<file path="src/rtl/memory_arbiter.sv">
`default_nettype none
// ============================================================================
// Module      : memory_arbiter
// Description : Shares one valid/ready memory port between instruction fetch
//               and data access. Data wins ties; a bounded count of
//               consecutive data grants guarantees fetch forward progress.
// Revision    : 1.0 - initial release
// ============================================================================
module memory_arbiter #(
  parameter int XLEN      = 32,
  parameter int DPRIO_MAX = 4
) (
  input  logic            clk,
  input  logic            rst,          // asynchronous, active-low

  input  logic            imem_valid,
  input  logic            imem_instr,
  input  logic [XLEN-1:0] imem_addr,
  input  logic [XLEN-1:0] imem_wdata,
  input  logic [3:0]      imem_wstrb,
  output logic            imem_ready,
  output logic [XLEN-1:0] imem_rdata,

  input  logic            dmem_valid,
  input  logic            dmem_instr,
  input  logic [XLEN-1:0] dmem_addr,
  input  logic [XLEN-1:0] dmem_wdata,
  input  logic [3:0]      dmem_wstrb,
  output logic            dmem_ready,
  output logic [XLEN-1:0] dmem_rdata,

  output logic            mem_valid,
  output logic            mem_instr,
  output logic [XLEN-1:0] mem_addr,
  output logic [XLEN-1:0] mem_wdata,
  output logic [3:0]      mem_wstrb,
  input  logic            mem_ready,
  input  logic [XLEN-1:0] mem_rdata
);

  // Counter must be able to hold DPRIO_MAX itself.
  localparam int c_CNT_W = (DPRIO_MAX < 1) ? 1 : $clog2(DPRIO_MAX + 1);
  localparam logic [c_CNT_W-1:0] c_DPRIO = c_CNT_W'(DPRIO_MAX);

  typedef enum logic [1:0] {
    S_IDLE  = 2'd0,
    S_IBUSY = 2'd1,
    S_DBUSY = 2'd2
  } state_t;

  state_t               r_state;
  state_t               w_next_state;
  logic [c_CNT_W-1:0]   r_dcount;
  logic [c_CNT_W-1:0]   w_next_dcount;
  logic                 w_grant_i;
  logic                 w_grant_d;
  logic                 w_imem_ready;
  logic                 w_dmem_ready;

  logic                 r_mem_valid;
  logic                 r_mem_instr;
  logic [XLEN-1:0]      r_mem_addr;
  logic [XLEN-1:0]      r_mem_wdata;
  logic [3:0]           r_mem_wstrb;

  // State and starvation counter registers.
  always_ff @(posedge clk or negedge rst) begin
    if (!rst) begin
      r_state  <= S_IDLE;
      r_dcount <= '0;
    end else begin
      r_state  <= w_next_state;
      r_dcount <= w_next_dcount;
    end
  end

  // Grant decision, starvation counting and completion routing.
  always_comb begin
    w_next_state  = r_state;
    w_next_dcount = r_dcount;
    w_grant_i     = 1'b0;
    w_grant_d     = 1'b0;
    w_imem_ready  = 1'b0;
    w_dmem_ready  = 1'b0;
    case (r_state)
      S_IDLE: begin
        if (dmem_valid && (!imem_valid || (r_dcount < c_DPRIO))) begin
          // Data wins; only count grants that actually made fetch wait.
          w_grant_d     = 1'b1;
          w_next_state  = S_DBUSY;
          w_next_dcount = imem_valid ? (r_dcount + c_CNT_W'(1)) : '0;
        end else if (imem_valid) begin
          w_grant_i     = 1'b1;
          w_next_state  = S_IBUSY;
          w_next_dcount = '0;
        end else begin
          w_next_dcount = '0;
        end
      end
      S_IBUSY: begin
        if (mem_ready) begin
          w_imem_ready = 1'b1;
          w_next_state = S_IDLE;
        end
      end
      S_DBUSY: begin
        if (mem_ready) begin
          w_dmem_ready = 1'b1;
          w_next_state = S_IDLE;
        end
      end
      default: w_next_state = S_IDLE;
    endcase
  end

  // Latch the granted request; hold it stable for the whole transaction.
  always_ff @(posedge clk or negedge rst) begin
    if (!rst) begin
      r_mem_valid <= 1'b0;
      r_mem_instr <= 1'b0;
      r_mem_addr  <= '0;
      r_mem_wdata <= '0;
      r_mem_wstrb <= '0;
    end else begin
      r_mem_valid <= (w_next_state != S_IDLE);
      if (w_grant_d) begin
        r_mem_instr <= dmem_instr;
        r_mem_addr  <= dmem_addr;
        r_mem_wdata <= dmem_wdata;
        r_mem_wstrb <= dmem_wstrb;
      end else if (w_grant_i) begin
        r_mem_instr <= imem_instr;
        r_mem_addr  <= imem_addr;
        r_mem_wdata <= imem_wdata;
        r_mem_wstrb <= imem_wstrb;
      end
    end
  end

  assign mem_valid  = r_mem_valid;
  assign mem_instr  = r_mem_instr;
  assign mem_addr   = r_mem_addr;
  assign mem_wdata  = r_mem_wdata;
  assign mem_wstrb  = r_mem_wstrb;

  // Read data is forced to zero outside the owner's ready pulse.
  assign imem_ready = w_imem_ready;
  assign dmem_ready = w_dmem_ready;
  assign imem_rdata = w_imem_ready ? mem_rdata : '0;
  assign dmem_rdata = w_dmem_ready ? mem_rdata : '0;

endmodule
`default_nettype wire
</file>
<file path="config.mk">
export PLATFORM = sky130hd
export DESIGN_NAME = memory_arbiter
export DESIGN_NICKNAME = d
export VERILOG_FILES = /design/src/rtl/memory_arbiter.sv
export SDC_FILE = /design/constraint.sdc
export NUM_CORES = 1
export LEC_CHECK = 0
export CORE_AREA = 3 3 120 122
export DETAILED_ROUTE_END_ITERATION = 6
export DIE_AREA = 0 0 123 125
export HOLD_SLACK_MARGIN = 0.1
export PLACE_DENSITY = 0.85
export SYNTH_ARGS = -nofsm -noshare
export SYNTH_HDL_FRONTEND = slang
export SYNTH_SLANG_ARGS = --single-unit
</file>
<file path="constraint.sdc">
create_clock -name clk -period 2.13 [get_ports clk]
set_clock_uncertainty 0.05 [all_clocks]
set_input_delay 0.3195 -clock clk [delete_from_list [all_inputs] [get_ports clk]]
set_output_delay 0.3195 -clock clk [all_outputs]
set_load 0.05 [all_outputs]
</file>
==> Yosys cells after proc, flatten, opt, wreduce, memory -nomap -nowiden <==
Index checks and enable logic that the tools add are counted.
{ "word_totals": {"register_bits": 75, "inputBits": 175} }
{ "op_classes": {"n_addsub": 1, "magnitude_cmp": 1, "eq_ne": 2, "muxes": 24, "n_reduce_logical": 7} }
{ "op_table": {"columns": ["operator", "n"], "rows": [
  ["32-bit 2-to-1 mux", 6],
  ["1-bit 2-to-1 mux", 10],
  ["4-bit 2-to-1 mux", 2],
  ["2-bit 2-to-1 mux", 3],
  ["3-bit 2-to-1 mux", 2],
  ["2-bit case mux with 2 select lines", 1],
  ["2-bit nonzero test", 2],
  ["3-bit by 1-bit adder with 3-bit output (second input constant)", 1],
  ["3-bit less-than comparator (second input constant)", 1],
  ["2-bit by 1-bit == test with 1-bit output (second input constant)", 1],
  ["2-bit == test (second input constant)", 1],
  ["2-bit logical NOT", 1],
  ["2-bit OR reduction", 1],
  ["1-bit logical AND", 1],
  ["1-bit logical NOT", 1],
  ["1-bit logical OR", 1]
]} }

==> Logic depth before layout (Yosys ltp) <==
{ "depth": {"word_depth": 7, "depth_mapped": 8, "mapped_depth_nobuf": 5} }

==> Worst setup path after synthesis <==
Ideal clock, no wire load.
{ "synth_timing": {"path_type": "register -> output", "start": "reg r_state[0]", "end": "out dmem_rdata[22]", "arrival_time_ns": 1.369, "t_required_ns": 1.761, "setup_slack_ns": 0.391, "path_stages_with_launch": 5, "cell_sequence": "dfrtp_1 > inv_1 > ha_1 > clkbuf_1 > and3_1"} }
{ "synth_between": {"elab_chain_cells": 3} }
{ "synth_rtl": {"columns": ["element", "line", "text"], "rows": [
  ["start: declaration", "51", "state_t r_state;"],
  ["start signal: assignment", "72", "r_state <= w_next_state;"],
  ["2-bit == test", "85", "case (r_state)"],
  ["1-bit 2-to-1 mux", "85", null],
  ["32-bit 2-to-1 mux", "150", "assign dmem_rdata = w_dmem_ready ? mem_rdata : '0;"],
  ["end: declaration", "30", "output logic [XLEN-1:0] dmem_rdata,"]
]} }
No other way between the ends.

==> Worst setup path after layout <==
{ "layout_timing": {"start": "reg r_state[0]", "end": "out dmem_rdata[19]"} }
Same word-level chain as after synthesis.

==> results.json <==
{
  "status": "completed",
  "die_area_um2": 15400,
  "cts_tree": "done",
  "arrival_ns": 1.66,
  "yosysWarnings": 0,
  "timing.final.ws_setup_ns": 0.105,
  "first_iter_violations": 304,
  "grt_pass1_vias": 4794,
  "worst_skew_pair.late_latency_ns": 0.32,
  "synth.top_cell.area_share": 0.424,
  "clock_sinks": 75,
  "grt_max_degree": 95,
  "fp-row-count": 42,
  "yosys.area_share.simple": 0.304,
  "synth_top_family_by_area": "simple AND/OR/NAND/NOR gates",
  "postSynthNetCount": 687,
  "place_hpwl_mm": 13.0,
  "grt.total_usage": 0.210,
  "synth_mux_area_frac": 0.00226,
  "fp.dieW_um": 123,
  "cp-end-kind": "output pin",
  "vias_per_cell": 5.03,
  "final_layout_size_suffix_gt1_frac": 0.130,
  "yosysMostFrequentCell": "dfrtp_1",
  "maxSlewViolCount": 0,
  "dpl.cell_count": 950,
  "cp.required_ns": 1.76,
  "synth_seq_cells": 75,
  "ys_types": 27,
  "synth_edf_count": 0,
  "netlist_instances": 507,
  "clk_path_buf_depth": 2,
  "cpMostUsedCell": "buf_12",
  "max_cap_viol_count": 0,
  "io_buffer_count": 310,
  "leakage_uw": 0.00358,
  "synth_ff_type": "dfrtp_1",
  "fin_nets": 966,
  "globalRouteOverflowTotal": 0,
  "drc": 0,
  "place.gp.congestion": 0.828,
  "finalPower_uw": 12200,
  "core_um2": 13300,
  "hold_viol": 0,
  "die_h_um": 125,
  "start_kind": "flip-flop",
  "dp_slack_ns": 0.155,
  "clock.fmax_ghz": 0.494,
  "worstMarginPinSlew_ns": 0.567,
  "crit_slowest_cell": "dfrtp_1",
  "synthAdderAreaFrac": 0.0141,
  "crit_type": "flip-flop to output pin",
  "antenna_left": 0,
  "slew_headroom": 0.621,
  "cp_cell_sequence": "inv_1, ha_1, buf_12, and3_1, buf_12",
  "instances_no_fill": 967,
  "finalSetupViolCount": 0,
  "first_pass_iters": 4,
  "synth_area_leader_cell": "dfrtp_1",
  "synth-compound-area-share": 0.188,
  "n_antenna_cell": 0,
  "htreeDepth": 3,
  "synthArstFlopShare": 1.00,
  "synth-xor-area-share": 0,
  "wl_mm": 16.8,
  "crit_fanout": 33,
  "start_util": 0.333,
  "post_drt_wl_per_cell_um": 17.3,
  "io_pins": 311,
  "max_stage_delay_ns": 0.42,
  "avgSynthCellArea_um2": 8.73,
  "synth_common_cells": "75 x dfrtp_1, 69 x a31oi_1, 69 x nor2_1, 69 x or3b_1, 64 x and3_1",
  "num_vias": 4867,
  "hold_ws_ns": 0.439,
  "synth_area_um2": 4430,
  "grt_first_pass_wirelength_mm": 25.9,
  "power.density_nw_per_um2": 1410,
  "syn_to_final_growth_pct": 95.8,
  "cts_buffers": 9,
  "clkTransAtPathRegs_ns": 0.06,
  "fillCellCount": 1041,
  "antenna_found_initial": 0,
  "hold_class": "primary input to async pin",
  "fin_setup_tns_ns": 0,
  "min_period_ns": 2.03,
  "ys_seq_area_frac": 0.424,
  "rsz0062_at_grt": "no",
  "post-route-period-util": 0.951,
  "root_buffer": "clkbuf_16",
  "synth_area_leaders": "dfrtp_1 42%, or3b_1 14%, a31oi_1 9.8%",
  "vdd_drop_max_v": 0.000788
}
==> cell families after synthesis <==
| family | Yosys count |
|---|---|
| adders and majority gates | 5 |
| buffers and inverters | 64 |
| DFF | 75 |
| muxes | 1 |
| AOI/OAI and AO/OA | 148 |
| and+or+nand+nor | 214 |
==> per-stage QoR <==
| step | utilization | instance area, µm² |
|---|---|---|
| 2_1_floorplan | - | 4430 |
| 3_3_place_gp | 0.629 | 8360 |
| 3_5_place_dp | 0.629 | 8360 |
| 4_1_cts | 0.651 | 8660 |
| 5_1_grt | 0.652 | 8670 |
| 6_report | 0.652 | 8670 |
==> power breakdown <==
| part | internal (µW) | switching, µW | leakage [µW] |
|---|---|---|---|
| sequential | 2150 | 400 | 0.000850 |
| clock | 854 | 587 | 0.000134 |
| combinational | 3070 | 5150 | 0.00259 |
| total | 6080 | 6140 | 0.00358 |
==> cell usage in the layout (no fill, tap or decap), types with 2 or more instances in the layout <==
cell type        netlist  routed
buf_12                 0      74
o22ai_1                2       2
o21ai_0               63      63
clkdlybuf4s50_1        0     243
and2b_1                2       2
nor2_1                69      69
and3_1                64      63
dfrtp_1               75      75
buf_4                  0       8
and2_1                 2       2
or3b_1                69      69
inv_1                  5       5
a31oi_1               69      69
clkbuf_16              0       9
o21ai_1               10      10
nor2b_1                2       2
a21oi_1                3       3
clkbuf_8               0       2
clkinvlp_4             0       3
ha_1                   5       5
==> metal layers <==
layer  part of all wire  global-route usage  vias up  routed length [µm]
met2               0.53               0.371      179                8810
met3              0.071              0.0542       28                1200
met5                  0                   0        -                   0
met1               0.38               0.251     2263                6400
met4              0.022              0.0593        0                 365
li1                   -                   -     2397                   -
==> state kept, by name, indices dropped and copies added (netlist names) <==
signal	cells
mem_wstrb	4
mem_addr	32
r_dcount	3
r_state	2
mem_valid	1
mem_wdata	32
mem_instr	1
==> worst paths after layout <==
path,slack (ns),end,startpoint,depth (start not counted)
worst max-delay path,0.10,dmem_rdata[19],r_state[0],5
worst min-delay path,0.44,mem_addr[28],rst,2
worst max register to register,0.24,mem_wdata[6],r_state[1],6
worst min register to register,0.44,r_dcount[0],r_dcount[0],1
max in group asynchronous,1.00,mem_addr[3],rst,3
min in group clk,0.44,r_dcount[0],r_dcount[0],1
==> worst max-delay path, delay by kind of cell, from the launching register on <==
kind | cells | cell delay, ns
buf+inv | 3 | 0.44
flops | 1 | 0.42
simple gates | 1 | 0.27
fa+ha+maj | 1 | 0.20
==> final cells by class <==
| cell class | count | area [µm²] | share of cell area |
|---|---|---|---|
| inverters | 5 | 18.8 | 0.00217 |
| well taps | 176 | 220 | 0.0254 |
| repair buffers | 327 | 4000 | 0.461 |
| flip-flops and latches | 75 | 1880 | 0.217 |
| multi-input cells | 368 | 2260 | 0.261 |
| clock buffers | 11 | 253 | 0.0292 |
| clock inverters | 5 | 36.3 | 0.00419 |
==> timing repair <==
item / 4_1_cts / 5_1_grt
setup endpoints to repair: 1 / 8
hold endpoints to repair: 33 / 0
hold buffers: 1 / 0
buffers inserted: 0 / 0
gates resized for setup: 1 / 2
No activity file was read; power rests on OpenSTA's default activity.
